===== config.mk =====
export PLATFORM = sky130hd
export DESIGN_NAME = alu_ctl_mc_flat
export DESIGN_NICKNAME = d
export VERILOG_FILES = /design/src/rtl/alu_ctl_pkg.sv /design/src/rtl/alu_ctl_mc_if.sv /design/src/rtl/alu_funct_dec.sv /design/src/rtl/alu_ctl_mc.sv /design/src/flat_wrapper.sv
export SDC_FILE = /design/constraint.sdc
export NUM_CORES = 1
export LEC_CHECK = 0
export ABC_AREA = 1
export CAP_MARGIN = 20
export CORE_ASPECT_RATIO = 0.6
export CORE_MARGIN = 4
export CORE_UTILIZATION = 44
export DETAILED_ROUTE_END_ITERATION = 10
export GPL_ROUTABILITY_DRIVEN = 0
export HOLD_SLACK_MARGIN = 0.15
export PLACE_DENSITY = 0.78
export SLEW_MARGIN = 20
export SYNTH_ARGS = -nofsm -noshare
export SYNTH_HDL_FRONTEND = slang
export SYNTH_SLANG_ARGS = --single-unit
export TNS_END_PERCENT = 20

===== constraint.sdc =====
create_clock -name clk -period 1.9 [get_ports clk]
set_input_delay 0.285 -clock clk [delete_from_list [all_inputs] [get_ports clk]]
set_output_delay 0.285 -clock clk [all_outputs]
set_load 0.05 [all_outputs]

===== src/rtl/alu_ctl_pkg.sv =====
// Shared constants and state encoding for the multicycle ALU controller.
package alu_ctl_pkg;

  localparam logic [1:0] ALUOP_ADD   = 2'b00;
  localparam logic [1:0] ALUOP_SUB   = 2'b01;
  localparam logic [1:0] ALUOP_RTYPE = 2'b10;

  localparam logic [5:0] FUNCT_ADD   = 6'd32;
  localparam logic [5:0] FUNCT_SUB   = 6'd34;
  localparam logic [5:0] FUNCT_AND   = 6'd36;
  localparam logic [5:0] FUNCT_OR    = 6'd37;
  localparam logic [5:0] FUNCT_SLT   = 6'd42;
  localparam logic [5:0] FUNCT_SRL   = 6'd2;
  localparam logic [5:0] FUNCT_MFHI  = 6'd16;
  localparam logic [5:0] FUNCT_MFLO  = 6'd18;
  localparam logic [5:0] FUNCT_MULTU = 6'd25;
  localparam logic [5:0] FUNCT_DIVU  = 6'd27;

  localparam logic [5:0] HILO_OPEN = 6'b111111;
  localparam logic [5:0] CODE_NONE = 6'd0;

  typedef enum logic [1:0] {IDLE, DIV, MUL, DONE} state_t;

  function automatic logic is_multicycle(input logic [5:0] funct);
    return (funct == FUNCT_DIVU) || (funct == FUNCT_MULTU);
  endfunction

endpackage


===== src/rtl/alu_ctl_mc_if.sv =====
// Control bus between the EX stage and the multicycle ALU controller.
interface alu_ctl_mc_if;
  logic [1:0] ALUOp;
  logic [5:0] Funct;
  logic       op_valid;
  logic       flush;
  logic [5:0] SignaltoALU;
  logic [5:0] SignaltoSHT;
  logic [5:0] SignaltoDIV;
  logic [5:0] SignaltoMUX;
  logic       stall;
  logic       hilo_we;
  logic       illegal;
  logic [7:0] cnt;

  modport master (
    output ALUOp, Funct, op_valid, flush,
    input  SignaltoALU, SignaltoSHT, SignaltoDIV, SignaltoMUX,
    input  stall, hilo_we, illegal, cnt
  );

  modport slave (
    input  ALUOp, Funct, op_valid, flush,
    output SignaltoALU, SignaltoSHT, SignaltoDIV, SignaltoMUX,
    output stall, hilo_we, illegal, cnt
  );
endinterface


===== src/rtl/alu_funct_dec.sv =====
// Combinational ALUOp/Funct decode to a unit operation code.
module alu_funct_dec
  import alu_ctl_pkg::*;
(
  input  logic [1:0] alu_op,
  input  logic [5:0] funct,
  output logic [5:0] code,
  output logic       illegal
);

  always_comb begin
    code    = CODE_NONE;
    illegal = 1'b0;
    case (alu_op)
      ALUOP_ADD: code = FUNCT_ADD;
      ALUOP_SUB: code = FUNCT_SUB;
      ALUOP_RTYPE: begin
        if (funct inside {FUNCT_ADD, FUNCT_SUB, FUNCT_AND, FUNCT_OR, FUNCT_SLT,
                          FUNCT_SRL, FUNCT_MFHI, FUNCT_MFLO, FUNCT_MULTU, FUNCT_DIVU})
          code = funct;
        else
          illegal = 1'b1;
      end
      default: illegal = 1'b1;
    endcase
  end

endmodule


===== src/rtl/alu_ctl_mc.sv =====
// ALU control with a multicycle divu/multu sequencer that stalls the pipe
// and opens the HI/LO write for one cycle on completion.
module alu_ctl_mc
  import alu_ctl_pkg::*;
#(
  parameter int DATA_W     = 32,
  parameter int DIV_CYCLES = DATA_W + 1,
  parameter int MUL_CYCLES = DATA_W
) (
  input  logic         clk,
  input  logic         rst_n,
  alu_ctl_mc_if.slave  bus
);

  if (DIV_CYCLES < 1 || DIV_CYCLES > 255) begin : g_bad_div
    $fatal(1, "DIV_CYCLES must be within 1..255");
  end
  if (MUL_CYCLES < 1 || MUL_CYCLES > 255) begin : g_bad_mul
    $fatal(1, "MUL_CYCLES must be within 1..255");
  end

  localparam logic [7:0] DIV_LAST = 8'(DIV_CYCLES - 1);
  localparam logic [7:0] MUL_LAST = 8'(MUL_CYCLES - 1);

  state_t     state, state_nx;
  logic [7:0] cnt_r, cnt_nx;
  logic [5:0] code_r, code_nx;
  logic [5:0] dec_code;
  logic       dec_illegal;
  logic       issue;
  logic [5:0] out_code;
  logic       stall, hilo_we, illegal;

  alu_funct_dec u_dec (
    .alu_op  (bus.ALUOp),
    .funct   (bus.Funct),
    .code    (dec_code),
    .illegal (dec_illegal)
  );

  assign issue = bus.op_valid && !bus.flush && (bus.ALUOp == ALUOP_RTYPE)
                 && is_multicycle(bus.Funct);

  always_comb begin
    state_nx = state;
    cnt_nx   = cnt_r;
    code_nx  = code_r;
    out_code = dec_code;
    stall    = 1'b0;
    hilo_we  = 1'b0;
    illegal  = 1'b0;
    case (state)
      IDLE: begin
        illegal = dec_illegal;
        if (issue) begin
          stall    = 1'b1;
          code_nx  = bus.Funct;
          cnt_nx   = 8'd0;
          state_nx = (bus.Funct == FUNCT_DIVU) ? DIV : MUL;
        end
      end
      DIV, MUL: begin
        // Live ALUOp/Funct/op_valid are ignored until the operation retires.
        out_code = code_r;
        stall    = 1'b1;
        if (bus.flush) begin
          state_nx = IDLE;
          cnt_nx   = 8'd0;
        end else begin
          cnt_nx = cnt_r + 8'd1;
          if (cnt_r == ((state == DIV) ? DIV_LAST : MUL_LAST))
            state_nx = DONE;
        end
      end
      DONE: begin
        out_code = HILO_OPEN;
        hilo_we  = 1'b1;
        state_nx = IDLE;
        cnt_nx   = 8'd0;
      end
      default: state_nx = IDLE;
    endcase
  end

  always_ff @(posedge clk) begin
    if (!rst_n) begin
      state  <= IDLE;
      cnt_r  <= 8'd0;
      code_r <= CODE_NONE;
    end else begin
      state  <= state_nx;
      cnt_r  <= cnt_nx;
      code_r <= code_nx;
    end
  end

  assign bus.SignaltoALU = out_code;
  assign bus.SignaltoSHT = out_code;
  assign bus.SignaltoDIV = out_code;
  assign bus.SignaltoMUX = out_code;
  assign bus.stall       = stall;
  assign bus.hilo_we     = hilo_we;
  assign bus.illegal     = illegal;
  assign bus.cnt         = cnt_r;

endmodule


===== src/flat_wrapper.sv =====
// flat-port wrapper written by rule: the top's interface ports become plain ports
module alu_ctl_mc_flat import alu_ctl_pkg::*;
#(
  parameter int DATA_W     = 32,
  parameter int DIV_CYCLES = DATA_W + 1,
  parameter int MUL_CYCLES = DATA_W
)
  (clk, rst_n, bus_ALUOp, bus_Funct, bus_op_valid, bus_flush, bus_SignaltoALU, bus_SignaltoSHT, bus_SignaltoDIV, bus_SignaltoMUX, bus_stall, bus_hilo_we, bus_illegal, bus_cnt);
  alu_ctl_mc_if bus_i ();
  input  logic clk;
  input  logic rst_n;
  input wire logic [$bits(bus_i.ALUOp)-1:0] bus_ALUOp;
  input wire logic [$bits(bus_i.Funct)-1:0] bus_Funct;
  input wire logic [$bits(bus_i.op_valid)-1:0] bus_op_valid;
  input wire logic [$bits(bus_i.flush)-1:0] bus_flush;
  output wire logic [$bits(bus_i.SignaltoALU)-1:0] bus_SignaltoALU;
  output wire logic [$bits(bus_i.SignaltoSHT)-1:0] bus_SignaltoSHT;
  output wire logic [$bits(bus_i.SignaltoDIV)-1:0] bus_SignaltoDIV;
  output wire logic [$bits(bus_i.SignaltoMUX)-1:0] bus_SignaltoMUX;
  output wire logic [$bits(bus_i.stall)-1:0] bus_stall;
  output wire logic [$bits(bus_i.hilo_we)-1:0] bus_hilo_we;
  output wire logic [$bits(bus_i.illegal)-1:0] bus_illegal;
  output wire logic [$bits(bus_i.cnt)-1:0] bus_cnt;
  assign bus_i.ALUOp = bus_ALUOp;
  assign bus_i.Funct = bus_Funct;
  assign bus_i.op_valid = bus_op_valid;
  assign bus_i.flush = bus_flush;
  assign bus_SignaltoALU = bus_i.SignaltoALU;
  assign bus_SignaltoSHT = bus_i.SignaltoSHT;
  assign bus_SignaltoDIV = bus_i.SignaltoDIV;
  assign bus_SignaltoMUX = bus_i.SignaltoMUX;
  assign bus_stall = bus_i.stall;
  assign bus_hilo_we = bus_i.hilo_we;
  assign bus_illegal = bus_i.illegal;
  assign bus_cnt = bus_i.cnt;
  alu_ctl_mc #(.DATA_W(DATA_W), .DIV_CYCLES(DIV_CYCLES), .MUL_CYCLES(MUL_CYCLES)) u_core (.clk(clk), .rst_n(rst_n), .bus(bus_i));
endmodule

== Yosys cells after proc, flatten, opt, wreduce, memory -nomap -nowiden ==
Index checks and enable logic that the tools add are counted.

* Reduce and logical (&&, ||, !) cells: 12
* $add $sub $neg: 1
* Equal/unequal tests: 18
* Muxes and demuxes: 18

{| class="wikitable"
|+ Operators by type and width
! operator !! number
|-
| $eq A6 B6 Y1 const B || 5
|-
| $eq A6 B5 Y1 const B || 4
|-
| $pmux W8 S3 || 1
|-
| $pmux W6 S3 || 1
|-
| $mux W8 || 2
|-
| $mux W6 || 2
|-
| $pmux W6 S2 || 1
|-
| $reduce_bool A10 Y1 || 1
|-
| $add A8 B1 Y8 const B || 1
|-
| $eq A8 B8 Y1 || 1
|-
| $mux W2 || 4
|-
| $eq A2 B2 Y1 const B || 3
|-
| $eq A6 B2 Y1 const B || 1
|-
| $pmux W2 S3 || 1
|-
| $eq A2 B1 Y1 const B || 2
|-
| $logic_not A2 Y1 || 2
|-
| $mux W1 || 4
|-
| $pmux W1 S2 || 2
|-
| $reduce_and A2 Y1 || 2
|-
| $reduce_or A2 Y1 || 2
|-
| $logic_and A1 B1 Y1 || 3
|-
| $ne A3 B2 Y1 const B || 1
|-
| $ne A2 B1 Y1 const B || 1
|-
| $logic_not A1 Y1 || 1
|-
| $logic_or A1 B1 Y1 || 1
|}

* Flip-flop bits (word level): 16
* Input port bits: 12
* Output and inout bits: 35
* Word-level logic and storage cells: 52

== Longest topological paths before layout ==
Gate-level depths: netlist of the first run.

* Word-level depth: 6
* Mapped depth: 11
* Gate-level depth less buffers: 11

== By module ==
Synthesis of the first run repeated with hierarchy kept, for this count alone.

* Cells, all modules: 204
* Area, all modules: 1338.8 µm²

{| class="wikitable"
|+ Modules (own cells, without submodules)
! module !! instances !! cells each !! area each (µm²) !! seq. area each (µm²)
|-
| alu_ctl_mc || 1 || 171 || 1147.4 || 320.3
|-
| alu_funct_dec || 1 || 33 || 191.4 || 0.0
|}

== Worst setup path after synthesis of the first run ==
OpenSTA, ideal clock, no wires.

* Path kind: reg-to-output
* Start: register u_core.state[0]
* End: output port bus_SignaltoDIV[1]
* Stages on the path, launching flop included: 6
* Buffers on the path: 1
* Setup slack: -1171 ps
* Data required time: 1615 ps
* Arrival time: 2786 ps
* Path through: dfxtp_1 -> ha_1 -> a21oi_1 -> nand2_1 -> a21boi_0 -> buf_4

* Cells in the longest elaborated chain, start to end: 3
* Elaborated cells on any way between the ends: 5
* Those cells by class: 3 x eq/ne; 1 x mux; 1 x reduce/logical

{| class="wikitable"
|+ RTL lines
! element !! RTL line !! source
|-
| from (decl) || alu_ctl_mc.sv:25 || <nowiki>state_t state, state_nx;</nowiki>
|-
| from (signal assigned) || alu_ctl_mc.sv:91 || <nowiki>state <= state_nx;</nowiki>
|-
| $eq A2 B2 Y1 or $eq A2 B1 Y1 (tied branches) || alu_ctl_mc.sv:52 || <nowiki>case (state)</nowiki>
|-
| $reduce_or A2 Y1 || alu_ctl_mc.sv:52 ||
|-
| $pmux W6 S2 (*) || alu_ctl_mc.sv:52 ||
|-
| to (decl) || flat_wrapper.sv:18 || <nowiki>output wire logic [$bits(bus_i.SignaltoDIV)-1:0] bus_SignaltoDIV;</nowiki>
|}

Every way passes the cells marked *; elsewhere a longest branch is shown, timed or not.

== Worst setup path after layout of the first run ==
* Start: input port bus_Funct[1]
* End: output port bus_SignaltoMUX[3]

* Cells in the longest elaborated chain, start to end: 5
* Elaborated cells on any way between the ends: 14
* Those cells by class: 10 x eq/ne; 3 x mux; 1 x reduce/logical

{| class="wikitable"
|+ RTL lines
! element !! RTL line !! source
|-
| from (decl) || flat_wrapper.sv:13 || <nowiki>input wire logic [$bits(bus_i.Funct)-1:0] bus_Funct;</nowiki>
|-
| $eq A6 B6 Y1 (tied with other cells) || alu_funct_dec.sv:18 || <nowiki>if (funct inside {FUNCT_ADD, FUNCT_SUB, FUNCT_AND, FUNCT_OR, FUNCT_SLT,</nowiki>
|-
| $reduce_bool A10 Y1 (*) || alu_funct_dec.sv:18 ||
|-
| $mux W6 (*) || alu_funct_dec.sv:18 ||
|-
| $pmux W6 S3 (*) || alu_funct_dec.sv:14 || <nowiki>case (alu_op)</nowiki>
|-
| $pmux W6 S2 (*) || alu_ctl_mc.sv:52 ||
|-
| to (decl) || flat_wrapper.sv:19 || <nowiki>output wire logic [$bits(bus_i.SignaltoMUX)-1:0] bus_SignaltoMUX;</nowiki>
|}

Marked as above.

==> results.json, run 1 <==
{
  "timing.rr.end": "u_core.state[1]",
  "clk_path_buf_depth": 2,
  "path_max_fanout": 6,
  "grt_start_max_net_pins": 16,
  "layout_min_cycle_time_ns": 1.94,
  "end_kind": "primary output",
  "avgRoutedWirePerCell_um": 19.7,
  "io_pins": 47,
  "clk_pin_slew_worst_paths_ns": 0.06,
  "cts_tree": "done",
  "p_leak_uw": 0.000966,
  "portBuffers": 46,
  "status": "complete, but fails checks",
  "cts_htree_levels": 1,
  "start_util": 0.480,
  "dr.pass1.iters": 5,
  "instances_no_fill": 271,
  "hold_buffers": 0,
  "grt_use_total": 0.249,
  "clk-insertion-delay-late_ns": 0.26,
  "root_buffer": "clkbuf_8",
  "routed_wl_um": 5340,
  "dieArea_sq_um": 3800,
  "violations": "setup timing",
  "ys_types": 28,
  "hp-class": "input port to flip-flop",
  "diodes": 0,
  "seq_area_frac_synth": 0.255,
  "syn-cell-area_sq_um": 1250,
  "numCtsBuffers": 3,
  "pre_cts_ws_ns": -0.316,
  "hpwlAfterDp_um": 3260,
  "slew_headroom": 0.670,
  "ir_worst_vdd_uv": 761,
  "grt_pass1_wl_um": 7410,
  "crit_path_start_kind": "input port",
  "min_path_cells": 4,
  "std_cell_rows": 14,
  "rsz0062_at_grt": "true",
  "via_count": 1610,
  "worstPathRequired_ns": 1.62,
  "die-width_um": 76.9,
  "synthCells": 188,
  "ys_warn_count": 0,
  "final-hold-violation-count": 0,
  "drt_iter0_markers": 198,
  "ant_nets": 0,
  "max_slew.worst_pin.slew_ns": 0.494,
  "nNetsFinal": 256,
  "reg2reg_depth": 9,
  "finClkSkew_ns": 0.00121,
  "synthToLayoutAreaGrowth_pct": 75.0,
  "max_clock_freq_mhz": 517,
  "synth_area_per_cell_sq_um": 6.67,
  "r2r-start": "u_core.state[1]",
  "grt_pass1_vias": 1434,
  "timing.final.crit_share": 1.02,
  "drc": 0,
  "via_per_inst": 5.94,
  "placedCellCount": 258,
  "drv_cap": 0,
  "hold_start": "bus_Funct[1]",
  "clock_sinks": 16,
  "reg2reg_slack_ns": 0.26,
  "drive_above_1_share": 0.439,
  "core_sq_um": 2610,
  "ys_ff_latch": 16,
  "syn_nets": 204,
  "overflow": 0,
  "antenna_found_initial": 0,
  "maxSlewViolCount": 0,
  "arrival_ns": 1.65,
  "critical_path_class": "input port to primary output",
  "fillers": 127,
  "power.density_nw_per_um2": 1410,
  "finalSetupTns_ns": -0.234,
  "setup_viol": 12,
  "setup_ws_ns": -0.0358,
  "die_h_um": 49.3,
  "min_to": "u_core.code_r[1]"
}
[layout make-up]
| cell class | instances | area [sq um] | share of cell area |
|---|---|---|---|
| Clock buffer | 4 | 55.1 | 0.0251 |
| Inverter | 26 | 103 | 0.0468 |
| Multi-Input combinational cell | 124 | 803 | 0.366 |
| Sequential cell | 16 | 325 | 0.148 |
| Tap cell | 32 | 40.0 | 0.0182 |
| Timing Repair Buffer | 69 | 868 | 0.396 |
[placed cells by master, fill, tap and decap left out, types with 3 or more instances in the layout]
cell type	n
o21ai_4	5
nand2_1	31
nand3_1	13
buf_12	26
a21oi_2	8
clkbuf_2	6
nor2_1	22
o21ai_0	3
nand2_2	3
inv_2	5
o21a_1	3
dfxtp_1	14
inv_1	19
clkbuf_8	4
buf_4	25
a21oi_1	9
nand4_1	7
buf_6	4
nor2_4	3
clkdlybuf4s50_1	6
[how the worst max path moves through the flow]
stage                         start                  to  cells past startpoint
floorplan           u_core.state[0]  bus_SignaltoDIV[1]                      7
global placement       bus_Funct[3]  bus_SignaltoALU[1]                      7
detailed placement     bus_Funct[1]  bus_SignaltoSHT[1]                      8
CTS                 u_core.state[1]  bus_SignaltoSHT[1]                      7
global route           bus_Funct[1]  bus_SignaltoMUX[3]                      9
finish                 bus_Funct[1]  bus_SignaltoMUX[3]                      9
[synth_stat cells, drive strengths merged]
master / number / area share
clkbuf: 1 / 0.0030
o21ai: 10 / 0.040
nand3b: 1 / 0.0060
nor2: 26 / 0.094
dfxtp: 16 / 0.26
a21boi: 1 / 0.0060
inv: 26 / 0.078
xor2: 1 / 0.0070
a21oi: 18 / 0.084
nand4: 8 / 0.045
ha: 4 / 0.040
buf: 21 / 0.13
nand3: 15 / 0.064
nand2: 36 / 0.13
nor3: 1 / 0.0040
o21a: 3 / 0.018
[metrics by stage]
| stage | cell area, sq um | utilization | hold slack (ns) | total power [uW] |
|---|---|---|---|---|
| 2_1_floorplan | 1340 | - | 0.403 | 1830 |
| 3_3_place_gp | 1960 | 0.753 | 0.428 | 2380 |
| 3_5_place_dp | 1960 | 0.753 | 0.436 | 2430 |
| 4_1_cts | 2140 | 0.819 | 0.483 | 2920 |
| 5_1_grt | 2190 | 0.841 | 0.474 | 3190 |
| 6_report | 2190 | 0.841 | 0.456 | 3090 |
[metal layers]
layer,global-route usage,share of wire
met4,0.0512,0.049
met2,0.436,0.46
met5,0,0
met3,0.0793,0.12
met1,0.300,0.38
[repair_timing]
action,in CTS,in global routing
pin swaps,10,16
gates resized for setup,32,19
setup endpoints to repair,26,26
setup buffers,5,4
[state kept, by name, summed over array words and instances (netlist names)]
register,cells
u_core.state,2
u_core.code_r,6
u_core.bus.cnt,8
[power breakdown]
part	leakage [uW]	switching, uW	total (uW)	internal (uW)
Combinational	0.000807	1430	2360	924
Sequential	0.000130	45.2	419	374
Clock	0.0000288	128	312	184
Total	0.000966	1610	3090	1480
[critical path: stages]
cell	delay, ns
clkbuf_2	0.12
inv_2	0.06
nand2_1	0.07
nand4_1	0.13
nand3b_1	0.29
nand4_1	0.26
o21ai_4	0.15
buf_12	0.15
buf_12	0.13
[cell families after synthesis]
logic type,synth area share
simple gates,0.341
buf+inv,0.209
compound gates,0.148
flops,0.255
fa+ha+maj,0.0399
xor+xnor,0.00699
No activity file was read; power rests on OpenSTA's default activity.
==> run 2, diff against run 1 <==
CORE_UTILIZATION = 34   (was 44)
PLACE_DENSITY = 0.62   (was 0.78)
==> results.json, run 2 (synthesis results as in run 1) <==
{
  "drc": 0,
  "via_per_inst": 4.93,
  "mostFrequentLayoutCells": "31 x nand2_1, 25 x buf_12, 22 x nor2_1, 20 x buf_4, 19 x inv_1",
  "nNetsFinal": 252,
  "setup_viol": 0,
  "cts_htree_levels": 1,
  "p_int_uw": 1450,
  "grt_start_max_net_pins": 16,
  "drt_iter0_markers": 126,
  "path_max_fanout": 8,
  "maxSlewViolCount": 0,
  "critical_path_class": "flip-flop to primary output",
  "clk_pin_slew_worst_paths_ns": 0.07,
  "via_count": 1380,
  "setup_ws_ns": 0.0179,
  "power.share.switching": 0.509,
  "grt_use_total": 0.159,
  "final-seq-area_sq_um": 323,
  "synthToLayoutAreaGrowth_pct": 71.4,
  "slew_headroom": 0.663,
  "avgRoutedWirePerCell_um": 13.9,
  "finClkSkew_ns": 0.00276,
  "mostFrequentLayoutCell": "nand2_1",
  "multiInputGateArea_sq_um": 783,
  "min_path_cells": 4,
  "clock_sinks": 16,
  "routed_wl_um": 3890,
  "clk_path_buf_depth": 2,
  "power_switching_uw": 1500,
  "dr.pass1.iters": 4,
  "root_buffer": "clkbuf_8",
  "worstPathRequired_ns": 1.62,
  "core_sq_um": 3400,
  "largest_reg_flops": 8,
  "rsz0062_at_grt": "true",
  "overflow": 0,
  "clk-insertion-delay-late_ns": 0.25,
  "antenna_found_initial": 0,
  "end_kind": "primary output",
  "power.density_nw_per_um2": 1370,
  "timing.final.crit_share": 0.991,
  "reg2reg_depth": 7,
  "die_h_um": 55.0,
  "fillers": 284,
  "status": "complete, no violations",
  "io_pins": 47,
  "die-width_um": 86.4,
  "seq_power_share": 0.138,
  "grt_pass1_wl_um": 5790,
  "max_slew.worst_pin.slew_ns": 0.503,
  "p_leak_uw": 0.000934,
  "hold_buffers": 0,
  "arrival_ns": 1.60,
  "ir_worst_vdd_uv": 1110,
  "drv_cap": 0,
  "crit_path_start_kind": "flip-flop",
  "pwr-share-clk": 0.107,
  "grt_pass1_vias": 1238,
  "pre_cts_ws_ns": -0.345,
  "ant_nets": 0,
  "combPwrFrac": 0.755,
  "dieArea_sq_um": 4750,
  "std_cell_rows": 16,
  "drive_above_1_share": 0.409,
  "diodes": 0,
  "hpwlAfterDp_um": 3120,
  "final-hold-violation-count": 0,
  "hp-class": "input port to flip-flop",
  "start_util": 0.368,
  "layout_min_cycle_time_ns": 1.88,
  "cts_tree": "done",
  "max_clock_freq_mhz": 531,
  "total_power_uw": 2950,
  "numCtsBuffers": 3,
  "portBuffers": 46
}
==> run 2: cell types whose count changed in the layout (fill, tap and decap cells not counted), sizes merged <==
cell	before	now
clkbuf	10	9
dlymetal6s2s	2	1
buf	55	52
clkdlybuf4s50	6	7
==> run 2: final timing paths <==
check	start	end	slack, ns
setup / recovery	u_core.state[0]	bus_SignaltoMUX[0]	0.02
hold / removal	bus_Funct[1]	u_core.code_r[1]	0.45
setup reg to reg	u_core.state[0]	u_core.state[1]	0.43
hold reg to reg	u_core.code_r[2]	u_core.code_r[2]	0.47
==> run 2: area by class of cell <==
cell class / count / share of cell area
clock buffers: 4 / 0.0256
inverters: 26 / 0.0466
multi-input cells: 124 / 0.365
flip-flops and latches: 16 / 0.150
well taps: 45 / 0.0262
repair buffers: 65 / 0.387
==> run 2: worst max-delay path: stages, from the launching register on <==
cell and delay, ns:
dfxtp_2 0.36, inv_2 0.05, ha_4 0.32, a21oi_1 0.11
o21ai_4 0.30, buf_12 0.19
==> run 2: power by group through the flow <==
stage | Clock (uW) | Combinational (uW) | Sequential [uW]
after floorplan | 0 | 1400 | 434
after global placement | 0 | 1990 | 402
after detailed placement | 0 | 2010 | 406
after CTS | 317 | 2180 | 402
after global routing | 328 | 2330 | 408
final | 315 | 2230 | 406
==> run 2: metal layers <==
metal  wire [um]  global-route usage  up-vias  part of all wire
met5           0                   0        -                 0
met4          17              0.0337        0            0.0044
met3         233              0.0444        2             0.060
met2        1770               0.255       49              0.46
met1        1860               0.215      650              0.48
li1            -                   -      679                 -
==> run 2: per-stage QoR <==
step	util	TNS, ns	cells	cell area (sq um)	hold slack (ns)
after floorplan	-	-0.900	188	1340	0.403
after global placement	0.584	-5.63	272	1990	0.429
after detailed placement	0.584	-7.43	272	1990	0.442
after CTS	0.621	0	278	2110	0.453
after global routing	0.631	-0.258	280	2150	0.461
final	0.631	0	280	2150	0.446
==> run 2: repair_timing <==
item | CTS | global route
pin swaps | 6 | 12
endpoints found under the setup margin | 26 | 25
gates resized for setup | 27 | 19
setup buffers | 2 | 2
cloned | 0 | 0
